## config.mk

```make
export PLATFORM = sky130hd
export DESIGN_NAME = alu_bist_controller_flat
export DESIGN_NICKNAME = d
export VERILOG_FILES = /design/src/rtl/alu_bist_controller_if.sv /design/src/rtl/alu_bist_controller.sv /design/src/flat_wrapper.sv
export SDC_FILE = /design/constraint.sdc
export NUM_CORES = 1
export LEC_CHECK = 0
export CAP_MARGIN = 15
export CORE_MARGIN = 2
export CORE_UTILIZATION = 50
export DETAILED_ROUTE_END_ITERATION = 6
export GPL_ROUTABILITY_DRIVEN = 0
export PLACE_DENSITY_LB_ADDON = 0.05
export SLEW_MARGIN = 20
export SYNTH_ARGS = -nofsm -noshare
export SYNTH_HDL_FRONTEND = slang
export SYNTH_SLANG_ARGS = --single-unit
```

## constraint.sdc

```tcl
create_clock -name clk -period 6.8 [get_ports clk]
set_input_delay 1.36 -clock clk [delete_from_list [all_inputs] [get_ports clk]]
set_output_delay 1.36 -clock clk [all_outputs]
set_load 0.02 [all_outputs]
```

## src/rtl/alu_bist_controller_if.sv

```systemverilog
// ALU operand/result bus between the BIST controller (master) and the ALU (slave).
interface alu_bist_controller_if #(
    parameter int unsigned WIDTH = 4
);
    logic [WIDTH-1:0] a;
    logic [WIDTH-1:0] b;
    logic             select;  // 1 = add, 0 = subtract
    logic [WIDTH-1:0] result;
    logic             zero;

    modport master (
        output a,
        output b,
        output select,
        input  result,
        input  zero
    );

    modport slave (
        input  a,
        input  b,
        input  select,
        output result,
        output zero
    );
endinterface

```

## src/rtl/alu_bist_controller.sv

```systemverilog
// Built-in self-test driver for the add/subtract ALU: sweeps every {select, A, B} vector,
// compares the ALU against a reference model and reports pass, error count and first failure.
module alu_bist_controller #(
    parameter int unsigned WIDTH = 4,
    parameter int unsigned ERR_W = 10
) (
    input  logic                  clk,
    input  logic                  reset,
    input  logic                  start,
    alu_bist_controller_if.master alu,
    output logic                  busy,
    output logic                  done,
    output logic                  pass,
    output logic [ERR_W-1:0]      err_count,
    output logic [2*WIDTH:0]      first_fail
);
    localparam int unsigned VW = 2 * WIDTH + 1;
    localparam logic [VW-1:0]    VLast  = '1;
    localparam logic [ERR_W-1:0] ErrMax = '1;

    typedef enum logic [1:0] {StIdle, StDrive, StCheck, StDone} state_t;

    state_t           state;
    logic [VW-1:0]    v;
    logic [WIDTH-1:0] v_a;
    logic [WIDTH-1:0] v_b;
    logic             v_sel;
    logic [WIDTH-1:0] exp_out;
    logic             exp_zero;
    logic             mismatch;
    logic             launch;

    // Reference model for the vector under test and the run-launch decision.
    always_comb begin
        v_sel    = v[VW-1];
        v_a      = v[2*WIDTH-1:WIDTH];
        v_b      = v[WIDTH-1:0];
        exp_out  = v_sel ? (v_a + v_b) : (v_a - v_b);
        exp_zero = (exp_out == '0);
        mismatch = (alu.result != exp_out) || (alu.zero != exp_zero);
        // The first DONE cycle still has busy high while results are finalised, so a start
        // arriving then is ignored like any other start during the run.
        launch   = start && ((state == StIdle) || ((state == StDone) && !busy));
    end

    // Test sequencer with registered outputs.
    always_ff @(posedge clk) begin
        if (reset) begin
            state      <= StIdle;
            v          <= '0;
            alu.a      <= '0;
            alu.b      <= '0;
            alu.select <= 1'b0;
            busy       <= 1'b0;
            done       <= 1'b0;
            pass       <= 1'b0;
            err_count  <= '0;
            first_fail <= '0;
        end else if (launch) begin
            state      <= StDrive;
            v          <= '0;
            busy       <= 1'b1;
            done       <= 1'b0;
            pass       <= 1'b0;
            err_count  <= '0;
            first_fail <= '0;
        end else begin
            unique case (state)
                StIdle: begin
                    state <= StIdle;
                end
                StDrive: begin
                    alu.a      <= v_a;
                    alu.b      <= v_b;
                    alu.select <= v_sel;
                    state      <= StCheck;
                end
                StCheck: begin
                    if (mismatch) begin
                        if (err_count != ErrMax) begin
                            err_count <= err_count + 1'b1;
                        end
                        if (err_count == '0) begin
                            first_fail <= v;
                        end
                    end
                    if (v == VLast) begin
                        state <= StDone;
                    end else begin
                        v     <= v + 1'b1;
                        state <= StDrive;
                    end
                end
                StDone: begin
                    // Finalise once, using the count that includes the last vector.
                    if (busy) begin
                        busy <= 1'b0;
                        done <= 1'b1;
                        pass <= (err_count == '0);
                    end
                end
                default: state <= StIdle;
            endcase
        end
    end
endmodule

```

## src/flat_wrapper.sv

```systemverilog
// flat-port wrapper written by rule: the top's interface ports become plain ports
module alu_bist_controller_flat 
#(
    parameter int unsigned WIDTH = 4,
    parameter int unsigned ERR_W = 10
)
  (clk, reset, start, busy, done, pass, err_count, first_fail, alu_a, alu_b, alu_select, alu_result, alu_zero);
  alu_bist_controller_if #(.WIDTH(WIDTH)) alu_i ();
  input  logic clk;
  input  logic reset;
  input  logic start;
  output logic busy;
  output logic done;
  output logic pass;
  output logic [ERR_W-1:0] err_count;
  output logic [2*WIDTH:0] first_fail;
  output wire logic [$bits(alu_i.a)-1:0] alu_a;
  output wire logic [$bits(alu_i.b)-1:0] alu_b;
  output wire logic [$bits(alu_i.select)-1:0] alu_select;
  input wire logic [$bits(alu_i.result)-1:0] alu_result;
  input wire logic [$bits(alu_i.zero)-1:0] alu_zero;
  assign alu_a = alu_i.a;
  assign alu_b = alu_i.b;
  assign alu_select = alu_i.select;
  assign alu_i.result = alu_result;
  assign alu_i.zero = alu_zero;
  alu_bist_controller #(.WIDTH(WIDTH), .ERR_W(ERR_W)) u_core (.clk(clk), .reset(reset), .start(start), .alu(alu_i), .busy(busy), .done(done), .pass(pass), .err_count(err_count), .first_fail(first_fail));
endmodule
```

Word level (Yosys, flattened, before mapping)
Index checks and enable logic that the tools add are counted.
Storage, ports and cells
  register bits after elaboration: 42
  bits of input ports: 8
  output and inout bits: 31
  word-level logic and storage cells: 47
Cells by class
  add/subtract/negate cells: 4
  eq/ne operators: 7
  multiplexer cells: 6
  bitwise gates (word level): 2
  reduce and logical (&&, ||, !) cells: 17
Operators by type and width (count)
  $add 10x1->10 const B: 1
  $logic_not 10->1: 1
  $ne 10x10->1 const B: 1
  $add 9x1->9 const B: 1
  $eq 9x9->1 const B: 1
  $pmux 2 s3: 1
  $reduce_and 2->1: 3
  $reduce_and 3->1: 2
  $add 4x4->4: 1
  $eq 2x2->1 const B: 2
  $logic_not 4->1: 1
  $mux 4: 1
  $ne 4x4->1: 1
  $reduce_bool 4->1: 1
  $sub 4x4->4: 1
  $mux 1: 3
  $reduce_bool 3->1: 1
  $eq 2x1->1 const B: 1
  $logic_and 1x1->1: 2
  $logic_not 2->1: 1
  $logic_or 1x1->1: 2
  $mux 2: 1
  $not 1->1: 2
  $reduce_bool 2->1: 1
  3 further kinds: 3

Logic depth before layout (Yosys ltp)
Gate-level depths: netlist of the first run.
  depth in word-level cells: 6
  gate-level depth with buffers: 13

Worst setup path after synthesis of the first run
No wires, ideal clock.
  path kind: reg2reg
  from: register u_core.v[0]
  to: register u_core.first_fail[0]
  setup time: 128 ps
  arrival: 3133 ps
  data required time: 6672 ps
  path slack: 3539 ps
  cell stages (with the launch flop): 13
  buffers on the path: 1
  period minus slack after synthesis: 3261 ps
  cell sequence: dfxtp_1 -> inv_1 -> ha_1 -> mux2_2 -> fa_1 -> xor2_1 -> xor2_1 -> nor4b_1 -> mux2i_4 -> o311ai_1 -> buf_4 -> mux2i_1 -> nor2_1
Between the ends
  word-level cells in the longest chain between the ends: 6
  elaborated cells on any way between the ends: 8
RTL lines
  start, declared: line alu_bist_controller.sv:24  | logic [VW-1:0] v;
  start signal, assigned: line alu_bist_controller.sv:90  | v <= v + 1'b1;
  $sub 4x4->4 or $add 4x4->4 (tied branches): line alu_bist_controller.sv:38  | exp_out = v_sel ? (v_a + v_b) : (v_a - v_b);
  $mux 4: line alu_bist_controller.sv:38
  $logic_not 4->1: line alu_bist_controller.sv:39  | exp_zero = (exp_out == '0);
  $ne 1x1->1: line alu_bist_controller.sv:40  | mismatch = (alu.result != exp_out) || (alu.zero != exp_zero);
  $logic_or 1x1->1: line alu_bist_controller.sv:40
  $reduce_and 3->1 (no source line)
  end signal, assigned: line alu_bist_controller.sv:84  | first_fail <= v;
  end, declared: line alu_bist_controller.sv:15  | output logic [2*WIDTH:0] first_fail
Several ways; a longest one is shown, not always the timed one.
A chain may end at the register's enable or synchronous reset.

Worst setup path after layout of the first run
  from: register u_core.v[0]
  to: register u_core.first_fail[5]
Between the ends
  word-level cells in the longest chain between the ends: 6
  elaborated cells on any way between the ends: 8
RTL lines (line)
  $sub 4x4->4 or $add 4x4->4 (tied branches): alu_bist_controller.sv:38
  $mux 4 (*): alu_bist_controller.sv:38
  $logic_not 4->1: alu_bist_controller.sv:39
  $ne 1x1->1: alu_bist_controller.sv:40
  $logic_or 1x1->1 (*): alu_bist_controller.sv:40
  $reduce_and 3->1 (no source line) (*)
Every way passes the cells marked *; elsewhere a longest branch is shown, timed or not.

==> results of run 1 <==
## state kept, by name, indices dropped and copies added (netlist names), 2 cells and up
| signal | count |
|---|---|
| u_core.v | 9 |
| u_core.state | 2 |
| u_core.err_count | 10 |
| u_core.alu.b | 4 |
| u_core.first_fail | 9 |
| u_core.alu.a | 4 |
## worst max-delay path, delay by kind of cell, from the launching register on
kind	cells	cell delay, ns
buffers and inverters	1	0.08
xor gates and xnor gates	2	0.35
AOI/OAI and AO/OA	1	0.84
adders and majority gates	2	0.76
DFF	1	0.50
and+or+nand+nor	2	0.56
muxes	3	0.74
## synth_stat cells (2+ instances only)
cell	n	area share [%]
sky130_fd_sc_hd__and3_1	4	1.2
sky130_fd_sc_hd__mux2i_1	20	9.4
sky130_fd_sc_hd__o31ai_1	3	1.1
sky130_fd_sc_hd__o21ai_0	8	1.9
sky130_fd_sc_hd__buf_1	2	0.35
sky130_fd_sc_hd__a21oi_1	16	3.7
sky130_fd_sc_hd__or3_1	8	2.3
sky130_fd_sc_hd__buf_4	2	0.70
sky130_fd_sc_hd__ha_1	14	8.2
sky130_fd_sc_hd__nand4_1	7	2.0
sky130_fd_sc_hd__nor3b_1	2	0.70
sky130_fd_sc_hd__nor4_1	4	1.2
sky130_fd_sc_hd__dfxtp_1	42	39
sky130_fd_sc_hd__xor2_1	10	4.1
sky130_fd_sc_hd__nor2b_1	3	0.88
sky130_fd_sc_hd__nand2b_1	2	0.59
sky130_fd_sc_hd__inv_1	8	1.4
sky130_fd_sc_hd__nand3_1	6	1.4
sky130_fd_sc_hd__o211ai_1	3	1.1
sky130_fd_sc_hd__buf_2	3	0.70
sky130_fd_sc_hd__nor2_1	32	5.6
sky130_fd_sc_hd__clkbuf_1	5	0.88
sky130_fd_sc_hd__nand2_1	9	1.6
sky130_fd_sc_hd__or4_1	4	1.4
sky130_fd_sc_hd__nor3_2	2	0.94
## metal layers
layer	vias up	wire [um]
met5	-	0
met1	823	2290
li1	889	-
met4	0	71
met2	32	2120
met3	5	176
## cell families after synthesis
group | after synthesis | synth area share [%]
xor+xnor | 12 | 5.62
mux | 22 | 10.9
buf+inv | 20 | 4.04
flops | 42 | 39.3
simple gates | 88 | 21.5
compound gates | 34 | 9.42
fa+ha+maj | 15 | 9.13
## final cells by class
| class | count | area [um^2] | share of cell area [%] |
|---|---|---|---|
| clock buffer | 6 | 72.6 | 2.74 |
| clock inverter | 2 | 37.5 | 1.42 |
| inverter | 8 | 30.0 | 1.13 |
| multi-input combinational | 171 | 1220 | 46.0 |
| sequential | 42 | 841 | 31.7 |
| tap | 50 | 62.6 | 2.36 |
| timing repair buffer | 39 | 388 | 14.6 |
## worst min path at each step
| stage | start | to | slack [ns] | depth (start not counted) |
|---|---|---|---|---|
| global route | u_core.pass | u_core.pass | 0.50 | 2 |
| finish | u_core.pass | u_core.pass | 0.46 | 2 |
| floorplan | u_core.v[7] | u_core.v[7] | 0.51 | 2 |
| CTS | u_core.pass | u_core.pass | 0.47 | 2 |
| detailed placement | u_core.pass | u_core.pass | 0.46 | 2 |
| global placement | u_core.pass | u_core.pass | 0.45 | 2 |
## per-stage QoR
step | hold WS [ns] | utilization [%] | instances | cell area (um^2) | worst slack (ns)
4_1_cts | 0.470 | 65.3 | 318 | 2650 | 2.80
2_1_floorplan | 0.506 | - | 233 | 2140 | 3.54
6_report | 0.465 | 65.3 | 318 | 2650 | 2.84
3_5_place_dp | 0.459 | 62.6 | 310 | 2540 | 2.84
5_1_grt | 0.502 | 65.3 | 318 | 2650 | 2.52
3_3_place_gp | 0.449 | 62.6 | 310 | 2540 | 2.89
## report_power, final
group | total, mW | internal (mW) | switching (mW)
Clock | 0.198 | 0.110 | 0.0887
Combinational | 0.0269 | 0.0116 | 0.0153
Sequential | 0.249 | 0.247 | 0.00170
Total | 0.474 | 0.368 | 0.106
==> metrics.log, run 1 <==
[metrics] number of buffers inserted by port buffering: 38
[metrics] destination of the worst register-to-register timing path: u_core.first_fail[5]
[metrics] final setup violating endpoints: 0
[metrics] sum of overflow across all layers after global routing: 0
[metrics] Worst Skew: 0.00463 ns
[metrics] Worst Setup Start Kind: register
[metrics] peak clock frequency supported by timing: 253 MHz
[metrics] Worst setup EP type: register
[metrics] iteration count of the initial detailed-routing pass: 4
[metrics] master of the slowest instance on the critical path: sky130_fd_sc_hd__o311ai_2
[metrics] core area: 4060 um^2
[metrics] Tot GR Track Use: 20.1%
[metrics] number of pins with negative max-slew slack in the final report: 0
[metrics] height of the die: 69.4 um
[metrics] post-cts resize count: 0
[metrics] met3 usage: approximately 5.4%
[metrics] number of placed I/O pins: 39
[metrics] pin count of the biggest net entering global routing: 30
[metrics] Area Overhead vs Synth: 23.9%
[metrics] initial core utilization: 52.7%
[metrics] max-slew headroom at the worst pin: 33.1%
[metrics] Mapped Area: ~2100 um^2
[metrics] vias: ~1700
[metrics] Setup TNS Final: 0 ns
[metrics] Primary FF master, synth: sky130_fd_sc_hd__dfxtp_1
[metrics] fraction of met2 tracks used by global routing: 29.8%
[metrics] asr flop ratio synth: 0%
[metrics] number of violations reported at the end of detailed-routing iteration 0: 107
[metrics] number of H-tree branching levels: 2
[metrics] CP arrival: 4.14 ns
[metrics] number of diodes: 0
[metrics] Total Power: 0.474 mW
[metrics] register area share after synthesis: 39.3%
[metrics] number of antenna violations at the first check in global routing: 0
[metrics] Crit path largest cell delay: 0.84 ns
[metrics] die footprint: 4820 um^2
[metrics] reg2reg path depth: 11
[metrics] number of fillers in the final layout: roughly 340
[metrics] clock tree from TritonCTS: built
[metrics] deepest clock path buffer count: 2
[metrics] final worst-path cycle share: 58.2%
[metrics] number of standard cells after synthesis: 233
[metrics] hold violation total from the final report: 0
[metrics] busiest layer in global routing: met2
[metrics] final critical delay including setup and external delays: 3.96 ns
[metrics] count of nets left with antenna violations after detail routing: 0
[metrics] commonest cells after routing, fill and taps aside: sky130_fd_sc_hd__dfxtp_1 (42), sky130_fd_sc_hd__clkdlybuf4s50_1 (38), sky130_fd_sc_hd__nor2_1 (32)
[metrics] number of distinct library cells after synthesis: 39
[metrics] Critical Path Start: u_core.v[0]
[metrics] sequence of cells on the critical path: inv_1 -> ha_1 -> mux2_2 -> fa_1 -> xor2_1 -> xor2_1 -> nor4b_1 -> mux2i_4 -> o311ai_2 -> mux2i_1 -> nor2_1
[metrics] placed wire-length estimate after detailed placement: between 3000 and 4000 um
[metrics] die width: 69.4 um
[metrics] Final Net Count: between 200 and 300
[metrics] worst reg-to-reg setup slack: 2.84 ns
[metrics] slew at the pin closest to its max-slew limit: 1.00 ns
[metrics] static leakage power: about 1.1 nW
[metrics] synthesized net count: roughly 260
[metrics] synthesized area per cell: approximately 9 um^2
[metrics] wire length reported by the detailed router: 4660 um
[metrics] Critical Path RT: 6.98 ns
[metrics] Synthesis Warnings: 0
[metrics] Clk Tree Root Cell: sky130_fd_sc_hd__clkbuf_8
[metrics] highest fanout seen on the critical path: 9
[metrics] number of CTS-inserted buffers: 5
[metrics] latest clock arrival within the worst-skew pair: roughly 0.3 ns
[metrics] number of clock sinks: 42
[metrics] number of enable flip-flop cells after synthesis: 0
[metrics] Post-CTS Setup Bufs: 0
[metrics] cell area power density: 179 nW/um^2
[metrics] maximum vdd ir drop: 0.000188 V
[metrics] number of hold buffers added after CTS: 0
[metrics] total number of placement rows: 23
[metrics] vias in the first global route: 1632
[metrics] max-cap violations: 0
[metrics] run status: complete, no violations
[metrics] final routed wire length divided by cell count: 14.6 um
[metrics] unrepaired setup endpoints after global routing: no
[metrics] critical path's most frequent cell: sky130_fd_sc_hd__xor2_1
[metrics] Vias/cell: 5.50
[metrics] most common cell after layout, fill and taps aside: sky130_fd_sc_hd__dfxtp_1
[metrics] clock transition at the register clock pins on the worst setup and hold paths after CTS: approximately 0.08 ns
[metrics] first-pass GRT wire length: around 7700 um
[metrics] share of layout cells above drive strength 1: ~5.6%
[metrics] timing endpoint of the critical path: u_core.first_fail[5]
[metrics] worst min-delay path category: register to register
[metrics] Reg2Reg Launch Point: u_core.v[0]
[metrics] DRC viols: 0
[metrics] global routing met1 resource utilization: 27.4%
[metrics] number of flip-flops and latches in the synthesized netlist: 42
[metrics] classification of the worst setup path: register to register
(Power assumes the default switching activity.)
==> inputs of run 2 (changes only) <==
Clock period 6.8 ns to 3.9 ns, I/O delays scaled along.
==> run 2 against run 1 <==
Against the previous run: clock-buffer cell count unchanged; core utilization is 0.43 points higher; global-route usage fell by 0.46 points; clock skew fell by 0.00051 ns; sequential cell count did not move; via count is 0.74% lower; clock power increased by 78%; power up 76%; setup slack got worse by 2.5 ns; critical path depth is 1 higher; critical path type unchanged; largest cell class unchanged; highest routed layer unchanged.
==> metrics.log, run 2 (synthesized netlist as in run 1, its figures left out) <==
[metrics] most common cell after layout, fill and taps aside: sky130_fd_sc_hd__dfxtp_1
[metrics] Clk Tree Root Cell: sky130_fd_sc_hd__clkbuf_8
[metrics] max-cap violations: 0
[metrics] Area Overhead vs Synth: 24.8%
[metrics] vias: around 1700
[metrics] Final Net Count: between 200 and 300
[metrics] final worst-path cycle share: 90.2%
[metrics] critical path's most frequent cell: sky130_fd_sc_hd__xor2_1
[metrics] Worst Setup Start Kind: register
[metrics] worst min-delay path category: register to register
[metrics] Post-CTS Setup Bufs: 0
[metrics] max FFs per register: 10
[metrics] hold violation total from the final report: 0
[metrics] number of H-tree branching levels: 2
[metrics] slew at the pin closest to its max-slew limit: 0.660 ns
[metrics] number of fillers in the final layout: 356
[metrics] Worst Skew: between 0.004 and 0.005 ns
[metrics] pin count of the biggest net entering global routing: 26
[metrics] placed wire-length estimate after detailed placement: 3210 um
[metrics] clock tree from TritonCTS: built
[metrics] master of the slowest instance on the critical path: sky130_fd_sc_hd__dfxtp_1
[metrics] Setup TNS Final: 0 ns
[metrics] maximum vdd ir drop: 0.000260 V
[metrics] Tot GR Track Use: ~20%
[metrics] number of clock sinks: 42
[metrics] number of hold buffers added after CTS: 0
[metrics] core area: ~4000 um^2
[metrics] number of diodes: 0
[metrics] biggest registers after layout: u_core.err_count (10), u_core.first_fail (9), u_core.v (9)
[metrics] number of violations reported at the end of detailed-routing iteration 0: 47
[metrics] Worst setup EP type: register
[metrics] Crit path largest cell delay: 0.51 ns
[metrics] wire length reported by the detailed router: 4570 um
[metrics] number of placed I/O pins: 39
[metrics] max-slew headroom at the worst pin: 55.6%
[metrics] final routed wire length divided by cell count: 14.3 um
[metrics] number of antenna violations at the first check in global routing: 0
[metrics] count of buffering cells on the critical path with inverters included: 2
[metrics] unrepaired setup endpoints after global routing: no
[metrics] latest clock arrival within the worst-skew pair: slightly below 0.3 ns
[metrics] iteration count of the initial detailed-routing pass: 4
[metrics] Total Power: 0.834 mW
[metrics] classification of the worst setup path: register to register
[metrics] static leakage power: 1.09 nW
[metrics] Sequential Area: 841 um^2
[metrics] sequence of cells on the critical path: inv_1 -> ha_1 -> mux2_2 -> fa_1 -> xor2_1 -> xor2_1 -> nor4b_1 -> mux2i_4 -> o311ai_2 -> buf_4 -> mux2i_1 -> nor2_1
[metrics] DRC viols: 0
[metrics] highest fanout seen on the critical path: 9
[metrics] number of pins with negative max-slew slack in the final report: 0
[metrics] number of CTS-inserted buffers: 5
[metrics] number of buffers inserted by port buffering: 38
[metrics] deepest clock path buffer count: 2
[metrics] Critical Path RT: 4.08 ns
[metrics] share of layout cells above drive strength 1: 6.32%
[metrics] die width: roughly 69 um
[metrics] count of nets left with antenna violations after detail routing: 0
[metrics] height of the die: 69.4 um
[metrics] total number of placement rows: 23
[metrics] CP arrival: around 3.7 ns
[metrics] vias in the first global route: around 1700
[metrics] initial core utilization: 52.7%
[metrics] post-cts resize count: 0
[metrics] commonest cells after routing, fill and taps aside: sky130_fd_sc_hd__dfxtp_1 (42), sky130_fd_sc_hd__clkdlybuf4s50_1 (38), sky130_fd_sc_hd__nor2_1 (32)
[metrics] clock transition at the register clock pins on the worst setup and hold paths after CTS: 0.08 ns
[metrics] sum of overflow across all layers after global routing: 0
[metrics] cell area power density: about 310 nW/um^2
[metrics] multi-input logic area: about 1200 um^2
[metrics] peak clock frequency supported by timing: 284 MHz
[metrics] run status: complete, no violations
[metrics] final critical delay including setup and external delays: around 3.5 ns
[metrics] register ranked first by flip-flop count: u_core.err_count
[metrics] family with the most delay on the worst path: adder cells
[metrics] die footprint: 4820 um^2
[metrics] Vias/cell: 5.44
[metrics] final setup violating endpoints: 0
[metrics] first-pass GRT wire length: roughly 7700 um
## run 2: cell types whose count changed in the layout (fill, tap and decap cells not counted)
cell,change
sky130_fd_sc_hd__clkbuf_1,-1
sky130_fd_sc_hd__buf_4,+2
sky130_fd_sc_hd__clkinvlp_4,-1
sky130_fd_sc_hd__clkbuf_8,+1
## run 2: worst register-to-register path: cells and delay by family, from the launching register on
family,cells,cell delay [ns]
compound gates,1,0.25
xor+xnor,2,0.34
fa+ha+maj,2,0.74
buf+inv,2,0.33
flops,1,0.51
mux,3,0.68
simple gates,2,0.55
## run 2: area by class of cell
class,instances,share of cell area [%]
multi-input cells,171,45.7
repair buffers,41,15.1
well taps,50,2.35
inverters,8,1.13
clock inverters,1,1.13
flip-flops and latches,42,31.5
clock buffers,6,3.10
## run 2: path summary, 6_finish.rpt
check,from,to,slack [ns],cells after the start
setup / recovery,u_core.v[0],u_core.first_fail[0],0.38,12
hold / removal,u_core.pass,u_core.pass,0.47,2
setup reg to reg,u_core.v[0],u_core.first_fail[0],0.38,12
hold reg to reg,u_core.pass,u_core.pass,0.47,2
## run 2: metrics by stage
step	instances	utilization, %	instance area, um^2	hold slack, ns	setup WS (ns)
after CTS	319	65.7	2670	0.470	0.362
final	319	65.7	2670	0.468	0.381
after global routing	319	65.7	2670	0.511	0.132
after global placement	312	63.0	2550	0.446	0.481
after detailed placement	312	63.0	2550	0.458	0.402
after floorplan	233	-	2140	0.506	0.639
## run 2: metal layers
metal	global-route usage (%)	routed length [um]
met3	4.36	204
met5	0	0
met2	31.4	2060
met4	6.10	47
met1	26.4	2260
## run 2: report_power, final
part	total, mW	internal (mW)	leakage [nW]	switching [mW]
logic	0.0474	0.0204	0.690	0.0270
registers	0.433	0.430	0.339	0.00295
clock network	0.353	0.205	0.0573	0.148
total	0.834	0.656	1.09	0.178
==> inputs of run 3 (changes only) <==
Settings changed: DONT_BUFFER_PORTS from default to 1.
==> run 3 against run 2 <==
Against the previous run: final area is 14% lower; cell count decreased by 12%; core utilization down 9.5 points; sequential cell count unchanged; register-to-register slack hardly changed; combinational power is 26% lower; via count is 4.2% lower; non-clock buffer count down 38; critical endpoint is now u_core.first_fail[4]; largest cell class unchanged.
==> metrics.log, run 3 (synthesized netlist as in run 1, its figures left out) <==
[metrics] Worst Skew: 0.00390 ns
[metrics] Critical Path RT: 4.08 ns
[metrics] pin count of the biggest net entering global routing: 22
[metrics] sum of overflow across all layers after global routing: 0
[metrics] Setup TNS Final: 0 ns
[metrics] latest clock arrival within the worst-skew pair: 0.29 ns
[metrics] number of H-tree branching levels: 2
[metrics] DRC viols: 0
[metrics] max-cap violations: 0
[metrics] Worst setup EP type: register
[metrics] iteration count of the initial detailed-routing pass: 4
[metrics] highest fanout seen on the critical path: 9
[metrics] maximum vdd ir drop: between 0.0002 and 0.00025 V
[metrics] worst hold path startpoint: reset
[metrics] final routed wire length divided by cell count: 16.1 um
[metrics] total number of placement rows: 23
[metrics] CP arrival: 3.69 ns
[metrics] post-detailed-placement cell area: 2170 um^2
[metrics] Clk Tree Root Cell: sky130_fd_sc_hd__clkbuf_8
[metrics] count of nets left with antenna violations after detail routing: 0
[metrics] commonest cells after routing, fill and taps aside: sky130_fd_sc_hd__dfxtp_1 (42), sky130_fd_sc_hd__nor2_1 (32), sky130_fd_sc_hd__mux2i_1 (20)
[metrics] die footprint: 4820 um^2
[metrics] number of antenna violations at the first check in global routing: 0
[metrics] final critical delay including setup and external delays: 3.51 ns
[metrics] Post-CTS Setup Bufs: 0
[metrics] Worst Setup Start Kind: register
[metrics] worst min-delay path category: primary input to register
[metrics] clock transition at the register clock pins on the worst setup and hold paths after CTS: 0.08 ns
[metrics] vias in the first global route: ~1600
[metrics] post-cts resize count: 0
[metrics] most common cell after layout, fill and taps aside: sky130_fd_sc_hd__dfxtp_1
[metrics] Vias/cell: 5.90
[metrics] number of clock sinks: 42
[metrics] deepest clock path buffer count: 2
[metrics] static leakage power: 0.948 nW
[metrics] Area Overhead vs Synth: 6.67%
[metrics] slew at the pin closest to its max-slew limit: between 0.6 and 0.7 ns
[metrics] height of the die: 69.4 um
[metrics] number of CTS-inserted buffers: 5
[metrics] unrepaired setup endpoints after global routing: no
[metrics] number of diodes: 0
[metrics] classification of the worst setup path: register to register
[metrics] max-slew headroom at the worst pin: between 50% and 60%
[metrics] max FFs per register: 10
[metrics] share of layout cells above drive strength 1: 6.90%
[metrics] placed wire-length estimate after detailed placement: around 3300 um
[metrics] Tot GR Track Use: between 10% and 20%
[metrics] number of fillers in the final layout: about 380
[metrics] Critical Path Start: u_core.v[0]
[metrics] run status: complete, no violations
[metrics] register ranked first by flip-flop count: u_core.err_count
[metrics] worst slack, placed: 0.391 ns
[metrics] number of hold buffers added after CTS: 0
[metrics] clock tree from TritonCTS: built
[metrics] die width: 69.4 um
[metrics] number of buffers inserted by port buffering: 0
[metrics] Final WS setup: 0.394 ns
[metrics] number of placed I/O pins: 39
[metrics] number of pins with negative max-slew slack in the final report: 0
[metrics] peak clock frequency supported by timing: roughly 290 MHz
[metrics] Reg2Reg Launch Point: u_core.v[0]
[metrics] cell area power density: 355 nW/um^2
[metrics] final setup violating endpoints: 0
[metrics] final worst-path cycle share: 89.9%
[metrics] core area: 4060 um^2
[metrics] initial core utilization: a little over half
[metrics] biggest registers after layout: u_core.err_count (10), u_core.first_fail (9), u_core.v (9)
[metrics] Final Net Count: approximately 250
[metrics] hold violation total from the final report: 0
[metrics] number of violations reported at the end of detailed-routing iteration 0: 98
[metrics] post-route design area: 2280 um^2
[metrics] vias: approximately 1700
[metrics] wire length reported by the detailed router: 4540 um
[metrics] first-pass GRT wire length: 7580 um
-- run 3: final cells by class --
| class | instances | area, um^2 | area share [%] |
|---|---|---|---|
| Clock buffer | 7 | 76.3 | 3.35 |
| Sequential cell | 42 | 841 | 36.9 |
| Multi-Input combinational cell | 171 | 1220 | 53.4 |
| Timing Repair Buffer | 3 | 22.5 | 0.987 |
| Inverter | 8 | 30.0 | 1.32 |
| Clock inverter | 1 | 30.0 | 1.32 |
| Tap cell | 50 | 62.6 | 2.74 |
-- run 3: final timing paths --
path	endpoint	slack (ns)	depth (start not counted)
hold / removal	u_core.busy	0.55	1
hold reg to reg	u_core.pass	0.56	2
setup / recovery	u_core.first_fail[4]	0.39	12
setup reg to reg	u_core.first_fail[4]	0.39	12
-- run 3: power breakdown --
group          internal, mW  switching (mW)  leakage (nW)
clock network         0.192           0.147        0.0524
registers             0.430         0.00437         0.339
logic                0.0130          0.0223         0.557
total                 0.635           0.174         0.948
-- run 3: critical path: stages (launching register included) --
cell,delay (ns)
sky130_fd_sc_hd__dfxtp_1,0.49
sky130_fd_sc_hd__inv_1,0.08
sky130_fd_sc_hd__ha_1,0.31
sky130_fd_sc_hd__mux2_2,0.30
sky130_fd_sc_hd__fa_1,0.44
sky130_fd_sc_hd__xor2_1,0.19
sky130_fd_sc_hd__xor2_1,0.17
sky130_fd_sc_hd__nor4b_1,0.49
sky130_fd_sc_hd__mux2i_4,0.16
sky130_fd_sc_hd__o311ai_2,0.26
sky130_fd_sc_hd__buf_4,0.25
sky130_fd_sc_hd__mux2i_1,0.20
sky130_fd_sc_hd__nor2_1,0.06
-- run 3: routing by layer --
layer | global-route usage, % | routed length, um | share of wire [%] | up-vias
li1 | - | - | - | 823
met1 | 25.1 | 2200 | 48 | 793
met2 | 30.8 | 2000 | 44 | 40
met3 | 6.98 | 271 | 6.0 | 7
met4 | 7.19 | 66 | 1.5 | 0
met5 | 0 | 0 | 0 | -
-- run 3: metrics by stage --
stage               hold slack [ns]  total power, mW  cells  utilization (%)
floorplan                     0.506            0.473    233                -
global placement              0.547            0.479    274             53.6
detailed placement            0.556            0.480    274             53.6
CTS                           0.532            0.819    282             56.2
global route                  0.523            0.839    282             56.2
finish                        0.545            0.809    282             56.2
==> RTL edit 1, RTL diff (flow settings as in run 2) <==
Put one more register stage on the output `err_count`, with the module's reset. The value now appears one clock later. The other outputs are not delayed to match.
--- a/src/rtl/alu_bist_controller.sv
+++ b/src/rtl/alu_bist_controller.sv
@@ -21,2 +21,4 @@
     typedef enum logic [1:0] {StIdle, StDrive, StCheck, StDone} state_t;
+
+    logic [ERR_W-1:0] err_count_s0;
 
@@ -56,3 +58,3 @@
             pass       <= 1'b0;
-            err_count  <= '0;
+            err_count_s0 <= '0;
             first_fail <= '0;
@@ -64,3 +66,3 @@
             pass       <= 1'b0;
-            err_count  <= '0;
+            err_count_s0 <= '0;
             first_fail <= '0;
@@ -79,6 +81,6 @@
                     if (mismatch) begin
-                        if (err_count != ErrMax) begin
-                            err_count <= err_count + 1'b1;
+                        if (err_count_s0 != ErrMax) begin
+                            err_count_s0 <= err_count_s0 + 1'b1;
                         end
-                        if (err_count == '0) begin
+                        if (err_count_s0 == '0) begin
                             first_fail <= v;
@@ -98,3 +100,3 @@
                         done <= 1'b1;
-                        pass <= (err_count == '0);
+                        pass <= (err_count_s0 == '0);
                     end
@@ -105,2 +107,10 @@
     end
+    always_ff @(posedge clk) begin
+        if (reset) begin
+            err_count <= '0;
+        end else begin
+            err_count <= err_count_s0;
+        end
+    end
+
 endmodule
Formal check against the unedited RTL: not equivalent (Yosys sat finds a counterexample within 4 cycles, from zero or initial values and one cycle with reset high).
==> RTL edit 1 against run 2 <==
Area after synthesis is 9.9% higher; sequential cell count is 10 higher; worst hold slack worse by 0.0075 ns; wire length is 2.7% higher; non-clock buffer count is 1 higher; utilization is 1.2 points lower; total power is 8.8% higher; clock power is 8.2% lower; critical path depth is 1 lower; design area is 7.5% higher; synthesized cell count is 9.0% higher; setup slack better by 0.077 ns; critical path type unchanged; critical endpoint is now u_core.err_count_s0[3]; highest routed layer unchanged.
==> RTL edit 1: results (changes against run 2) <==
most area-consuming cells after synthesis=sky130_fd_sc_hd__dfxtp_1 44%, sky130_fd_sc_hd__mux2i_1 8.9%, sky130_fd_sc_hd__ha_1 6.9% (was sky130_fd_sc_hd__dfxtp_1 39%, sky130_fd_sc_hd__mux2i_1 9.4%, sky130_fd_sc_hd__ha_1 8.2%); wire per inst=13.7 um (was 14.3 um); estimated wirelength of the detail-placed design=3310 um (was 3210 um); number of antenna violations at the first check in global routing=0 (unchanged); status=finished, final reports clean (unchanged); count of fill cells added during filler insertion=384 (was 356); met1 Use GR=27.7% (was 26.4%); remaining max-slew budget at the tightest pin=52.6% (was 55.6%); clock root buffer master=sky130_fd_sc_hd__clkbuf_8 (unchanged); Nets=312 (was 292); number of global-route vias before repair=1,536 (was 1,699); routed vias=1,853 (was 1,736); H-tree levels=2 (unchanged); met2 layer usage reported by global route=25.9% (was 31.4%); syn_area_per_cell=9.26 sq um (was 9.18 sq um); crit path DAT=3.68 ns (was 3.69 ns); worst-path fanout max=20 (was 9); number of non-filler instances in the completed layout=342 (was 319); top cell types by occurrence after synthesis=52 x sky130_fd_sc_hd__dfxtp_1, 35 x sky130_fd_sc_hd__nor2_1, 21 x sky130_fd_sc_hd__mux2i_1 (was 42 x sky130_fd_sc_hd__dfxtp_1, 32 x sky130_fd_sc_hd__nor2_1, 20 x sky130_fd_sc_hd__mux2i_1); count of routing violations after the opening detailed-route iteration=88 (was 47); count of input and output buffers=38 (unchanged); total global-route track usage=18.6% (was 19.6%); worst clock skew=0.00722 ns (was 0.00412 ns); post-placement worst setup slack=0.490 ns (was 0.402 ns); clock input transition at the sequential cells of the worst setup and hold paths=~0.090 ns; fraction of layout instances using a drive strength above 1=4.83% (was 6.32%); cell leakage power=1.16 nW (was 1.09 nW); wire length of the first global-routing pass=7620 um (was 7670 um); sequential fraction of the synthesis area=44.3% (was 39.3%); global-route track usage on met3=4.56% (was 4.36%); number of distinct library cell variants in the gate-level netlist after synthesis=37 (was 39); Peak supply drop=0.161 mV (was 0.260 mV); maximum number of pins on one net before global-route repair=31 (was 26); net count of the mapped netlist=276 (was 256); registers with the highest flip-flop counts=u_core.err_count: 10 flops, u_core.err_count_s0: 10 flops (was u_core.err_count: 10 flops, u_core.first_fail: 9 flops, u_core.v: 9 flops)
==> RTL edit 1: cell types whose count changed in the layout (fill, tap and decap cells not counted), moves of 3 or more <==
cell,change
sky130_fd_sc_hd__nor2_1,+3
sky130_fd_sc_hd__or3_1,+4
sky130_fd_sc_hd__dfxtp_1,+10
sky130_fd_sc_hd__nor2b_1,+8
sky130_fd_sc_hd__a21oi_1,+3
sky130_fd_sc_hd__o21ai_0,+3
==> RTL edit 1: cell families after synthesis <==
kind of cell	Yosys count	synth area share (%)
and+or+nand+nor	100	21.8
DFF	52	44.3
AOI/OAI and AO/OA	35	8.04
muxes	22	9.42
buffers and inverters	19	3.67
adders and majority gates	14	7.77
xor gates and xnor gates	12	5.06
==> RTL edit 1: worst max-delay path, cell delays in order (launching register included) <==
cell and delay, ns:
sky130_fd_sc_hd__dfxtp_1 0.49, sky130_fd_sc_hd__inv_1 0.08, sky130_fd_sc_hd__ha_1 0.32, sky130_fd_sc_hd__mux2_2 0.30, sky130_fd_sc_hd__fa_1 0.43, sky130_fd_sc_hd__xor2_1 0.19
sky130_fd_sc_hd__or3_1 0.34, sky130_fd_sc_hd__nor3_1 0.28, sky130_fd_sc_hd__nor3_1 0.11, sky130_fd_sc_hd__buf_4 0.20, sky130_fd_sc_hd__or4_1 0.50, sky130_fd_sc_hd__a21oi_1 0.14
==> RTL edit 1: final cells by class <==
type | instances | area share (%)
multi-input combinational | 183 | 43.0
sequential | 52 | 36.3
timing repair buffer | 42 | 14.3
clock buffer | 7 | 3.36
tap | 52 | 2.27
inverter | 6 | 0.786
==> RTL edit 1: worst paths after layout <==
kind / from / to / slack, ns / cells after the start
max: u_core.v[0] / u_core.err_count_s0[3] / 0.46 / 11
min: u_core.pass / u_core.pass / 0.46 / 2
max reg2reg: u_core.v[0] / u_core.err_count_s0[3] / 0.46 / 11
min reg2reg: u_core.pass / u_core.pass / 0.46 / 2
==> RTL edit 1: layer usage <==
| metal | routed length (um) | vias up |
|---|---|---|
| met2 | 1940 | 60 |
| met4 | 71 | 0 |
| met5 | 0 | - |
| met3 | 318 | 5 |
| li1 | - | 949 |
| met1 | 2360 | 839 |
==> RTL edit 1: report_power, final <==
part           switching (W)  internal [W]  leakage (nW)   total, W
Combinational      0.0000274     0.0000203         0.690  0.0000477
Clock               0.000166      0.000158        0.0503   0.000324
Sequential        0.00000289      0.000532         0.419   0.000535
==> RTL edit 1: metrics by stage <==
| step | hold slack (ns) | power [W] | instance area (sq um) |
|---|---|---|---|
| 2_1_floorplan | 0.456 | 0.000577 | 2350 |
| 3_3_place_gp | 0.447 | 0.000595 | 2770 |
| 3_5_place_dp | 0.453 | 0.000596 | 2770 |
| 4_1_cts | 0.465 | 0.000915 | 2870 |
| 5_1_grt | 0.493 | 0.000942 | 2870 |
| 6_report | 0.461 | 0.000907 | 2870 |
==> RTL edit 2, RTL diff (settings of run 2) <==
Made on the original files. `WIDTH` is set to 4 in 3 places; all go to 3.
--- a/src/rtl/alu_bist_controller_if.sv
+++ b/src/rtl/alu_bist_controller_if.sv
@@ -2,3 +2,3 @@
 interface alu_bist_controller_if #(
-    parameter int unsigned WIDTH = 4
+    parameter int unsigned WIDTH = 3
 );
--- a/src/rtl/alu_bist_controller.sv
+++ b/src/rtl/alu_bist_controller.sv
@@ -3,3 +3,3 @@
 module alu_bist_controller #(
-    parameter int unsigned WIDTH = 4,
+    parameter int unsigned WIDTH = 3,
     parameter int unsigned ERR_W = 10
--- a/src/flat_wrapper.sv
+++ b/src/flat_wrapper.sv
@@ -3,3 +3,3 @@
 #(
-    parameter int unsigned WIDTH = 4,
+    parameter int unsigned WIDTH = 3,
     parameter int unsigned ERR_W = 10
Interface: changed (resized alu_a, alu_b, alu_result and first_fail); port bits go from 39 to 34. No check against the original RTL was run, so the function may have changed too.
==> RTL edit 2 against run 2 <==
Non-clock buffer count is 6 lower; setup slack worse by 0.067 ns; synthesized cell count shrank 16%; area after synthesis decreased by 16%; wire length shrank 20%; design area decreased by 17%; utilization fell by 0.37 points; sequential cell count is 6 lower; largest power group unchanged; total power fell by 25%.
==> RTL edit 2: results (changes against run 2) <==
status=finished, final reports clean (unchanged); worst min-delay path category=flop to flop (unchanged); post_cts resized=0 (unchanged); transition time at the pin with the least slew margin=0.680 ns (was 0.660 ns); detailed-router iteration count before antenna repair=4 (unchanged); clock input transition at the sequential cells of the worst setup and hold paths=0.11 ns (was 0.08 ns); routed vias=1,475 (was 1,736); number of antenna repair diodes=0 (unchanged); final routed wirelength across all metal layers=3640 um (was 4570 um); buffer depth of the longest clock path=2 (unchanged); cell count after synthesis=195 (was 233); Nets=247 (was 292); count of routing violations after the opening detailed-route iteration=94 (was 47); source-to-sink clock delay at the later pin of the worst-skew pair=0.34 ns (was 0.29 ns); net count of the mapped netlist=213 (was 256); crit-path max cell delay=0.55 ns (was 0.51 ns); clock root buffer master=sky130_fd_sc_hd__clkbuf_4 (was sky130_fd_sc_hd__clkbuf_8); cell leakage power=0.833 nW (was 1.09 nW); crit path DAT=3.85 ns (was 3.69 ns); number of buffers inserted during clock tree synthesis=5 (unchanged); total global-route track usage=19.0% (was 19.6%); H-tree levels=2 (unchanged); internal portion of total power=0.000478 W (was 0.000656 W); wire length of the first global-routing pass=6120 um (was 7670 um); placed cells=268 (was 312); number of antenna violations at the first check in global routing=0 (unchanged); post-placement worst setup slack=0.344 ns (was 0.402 ns); registers with the highest flip-flop counts=u_core.err_count: 10 flops, u_core.first_fail: 7 flops, u_core.v: 7 flops (was u_core.err_count: 10 flops, u_core.first_fail: 9 flops, u_core.v: 9 flops); Peak supply drop=0.242 mV (was 0.260 mV); share of synthesized flip-flops with an asynchronous set or reset=0% (unchanged); count of input and output buffers=33 (was 38); number of global-route vias before repair=1,379 (was 1,699); kind of cell adding the most delay to the critical path=simple AND/OR/NAND/NOR gates (was adder cells); cell with the biggest individual delay on the critical path=sky130_fd_sc_hd__or4b_4 (was sky130_fd_sc_hd__dfxtp_1); wire per inst=13.2 um (was 14.3 um); Main synth FF type=sky130_fd_sc_hd__dfxtp_1 (unchanged); maximum number of pins on one net before global-route repair=14 (was 26); synthesis warning total=0 (unchanged); most area-consuming cells after synthesis=sky130_fd_sc_hd__dfxtp_1 40%, sky130_fd_sc_hd__mux2i_1 7.8%, sky130_fd_sc_hd__nor2_1 7.1% (was sky130_fd_sc_hd__dfxtp_1 39%, sky130_fd_sc_hd__mux2i_1 9.4%, sky130_fd_sc_hd__ha_1 8.2%); worst clock skew=0.00869 ns (was 0.00412 ns); estimated wirelength of the detail-placed design=2710 um (was 3210 um); remaining routing DRC violations=0 (unchanged); top cell types by occurrence after synthesis=36 x sky130_fd_sc_hd__dfxtp_1, 34 x sky130_fd_sc_hd__nor2_1, 15 x sky130_fd_sc_hd__nand2_1 (was 42 x sky130_fd_sc_hd__dfxtp_1, 32 x sky130_fd_sc_hd__nor2_1, 20 x sky130_fd_sc_hd__mux2i_1); sequential fraction of the synthesis area=40.3% (was 39.3%); worst-path fanout max=8 (was 9); fraction of layout instances using a drive strength above 1=7.83% (was 6.32%); post-CTS setup buffer count=0 (unchanged); number of distinct library cell variants in the gate-level netlist after synthesis=44 (was 39)
-- RTL edit 2: worst reg2reg max path: stages (launching register included) --
cell	delay, ns
sky130_fd_sc_hd__dfxtp_1	0.49
sky130_fd_sc_hd__inv_1	0.08
sky130_fd_sc_hd__ha_1	0.30
sky130_fd_sc_hd__mux2_2	0.28
sky130_fd_sc_hd__fa_1	0.52
sky130_fd_sc_hd__and4bb_2	0.25
sky130_fd_sc_hd__a311oi_1	0.26
sky130_fd_sc_hd__and4bb_4	0.29
sky130_fd_sc_hd__or4b_4	0.55
sky130_fd_sc_hd__or3_1	0.32
sky130_fd_sc_hd__a21oi_1	0.17
-- RTL edit 2: layout make-up --
type / count / area [sq um]
inverters: 6 / 22.5
fillers: 281 / 1170
repair buffers: 35 / 345
well taps: 46 / 57.6
clock buffers: 8 / 58.8
multi-input cells: 145 / 1010
flip-flops and latches: 36 / 721
-- RTL edit 2: path summary, 6_finish.rpt --
path / endpoint / slack (ns) / cells after the start / start
worst max register to register: u_core.err_count[9] / 0.31 / 10 / u_core.v[0]
worst max-delay path: u_core.err_count[9] / 0.31 / 10 / u_core.v[0]
worst min-delay path: u_core.pass / 0.46 / 2 / u_core.pass
worst min register to register: u_core.pass / 0.46 / 2 / u_core.pass
-- RTL edit 2: metrics by stage --
step	cell area [sq um]	utilization, %	total power [W]
finish	2220	65.4	0.000625
global route	2220	65.4	0.000649
CTS	2220	65.4	0.000631
detailed placement	2160	63.6	0.000424
global placement	2160	63.6	0.000423
floorplan	1790	-	0.000409
-- RTL edit 2: kinds of logic (layout without fill, tap and decap cells) --
family          after synthesis  after routing  synth area share (%)
compound gates               28             28                  10.3
xor+xnor                     12             12                  6.65
fa+ha+maj                    11             11                  8.12
buf+inv                      14             49                  3.15
flops                        36             36                  40.3
mux                          15             15                  8.47
simple gates                 79             79                  23.0
-- RTL edit 2: power groups by stage --
stage	clock network, W	logic (W)	registers, W
2_1_floorplan	0	0.0000274	0.000381
3_3_place_gp	0	0.0000427	0.000380
3_5_place_dp	0	0.0000435	0.000380
4_1_cts	0.000215	0.0000438	0.000372
5_1_grt	0.000229	0.0000474	0.000373
6_report	0.000209	0.0000433	0.000372
-- RTL edit 2: per-layer routing --
metal / part of all wire, % / vias up / global-route usage (%) / wire length (um)
met3: 3.1 / 8 / 4.93 / 114
met2: 49 / 30 / 32.7 / 1780
met1: 46 / 687 / 22.7 / 1670
li1: - / 750 / - / -
met5: 0 / - / 0 / 0
met4: 1.9 / 0 / 7.34 / 69
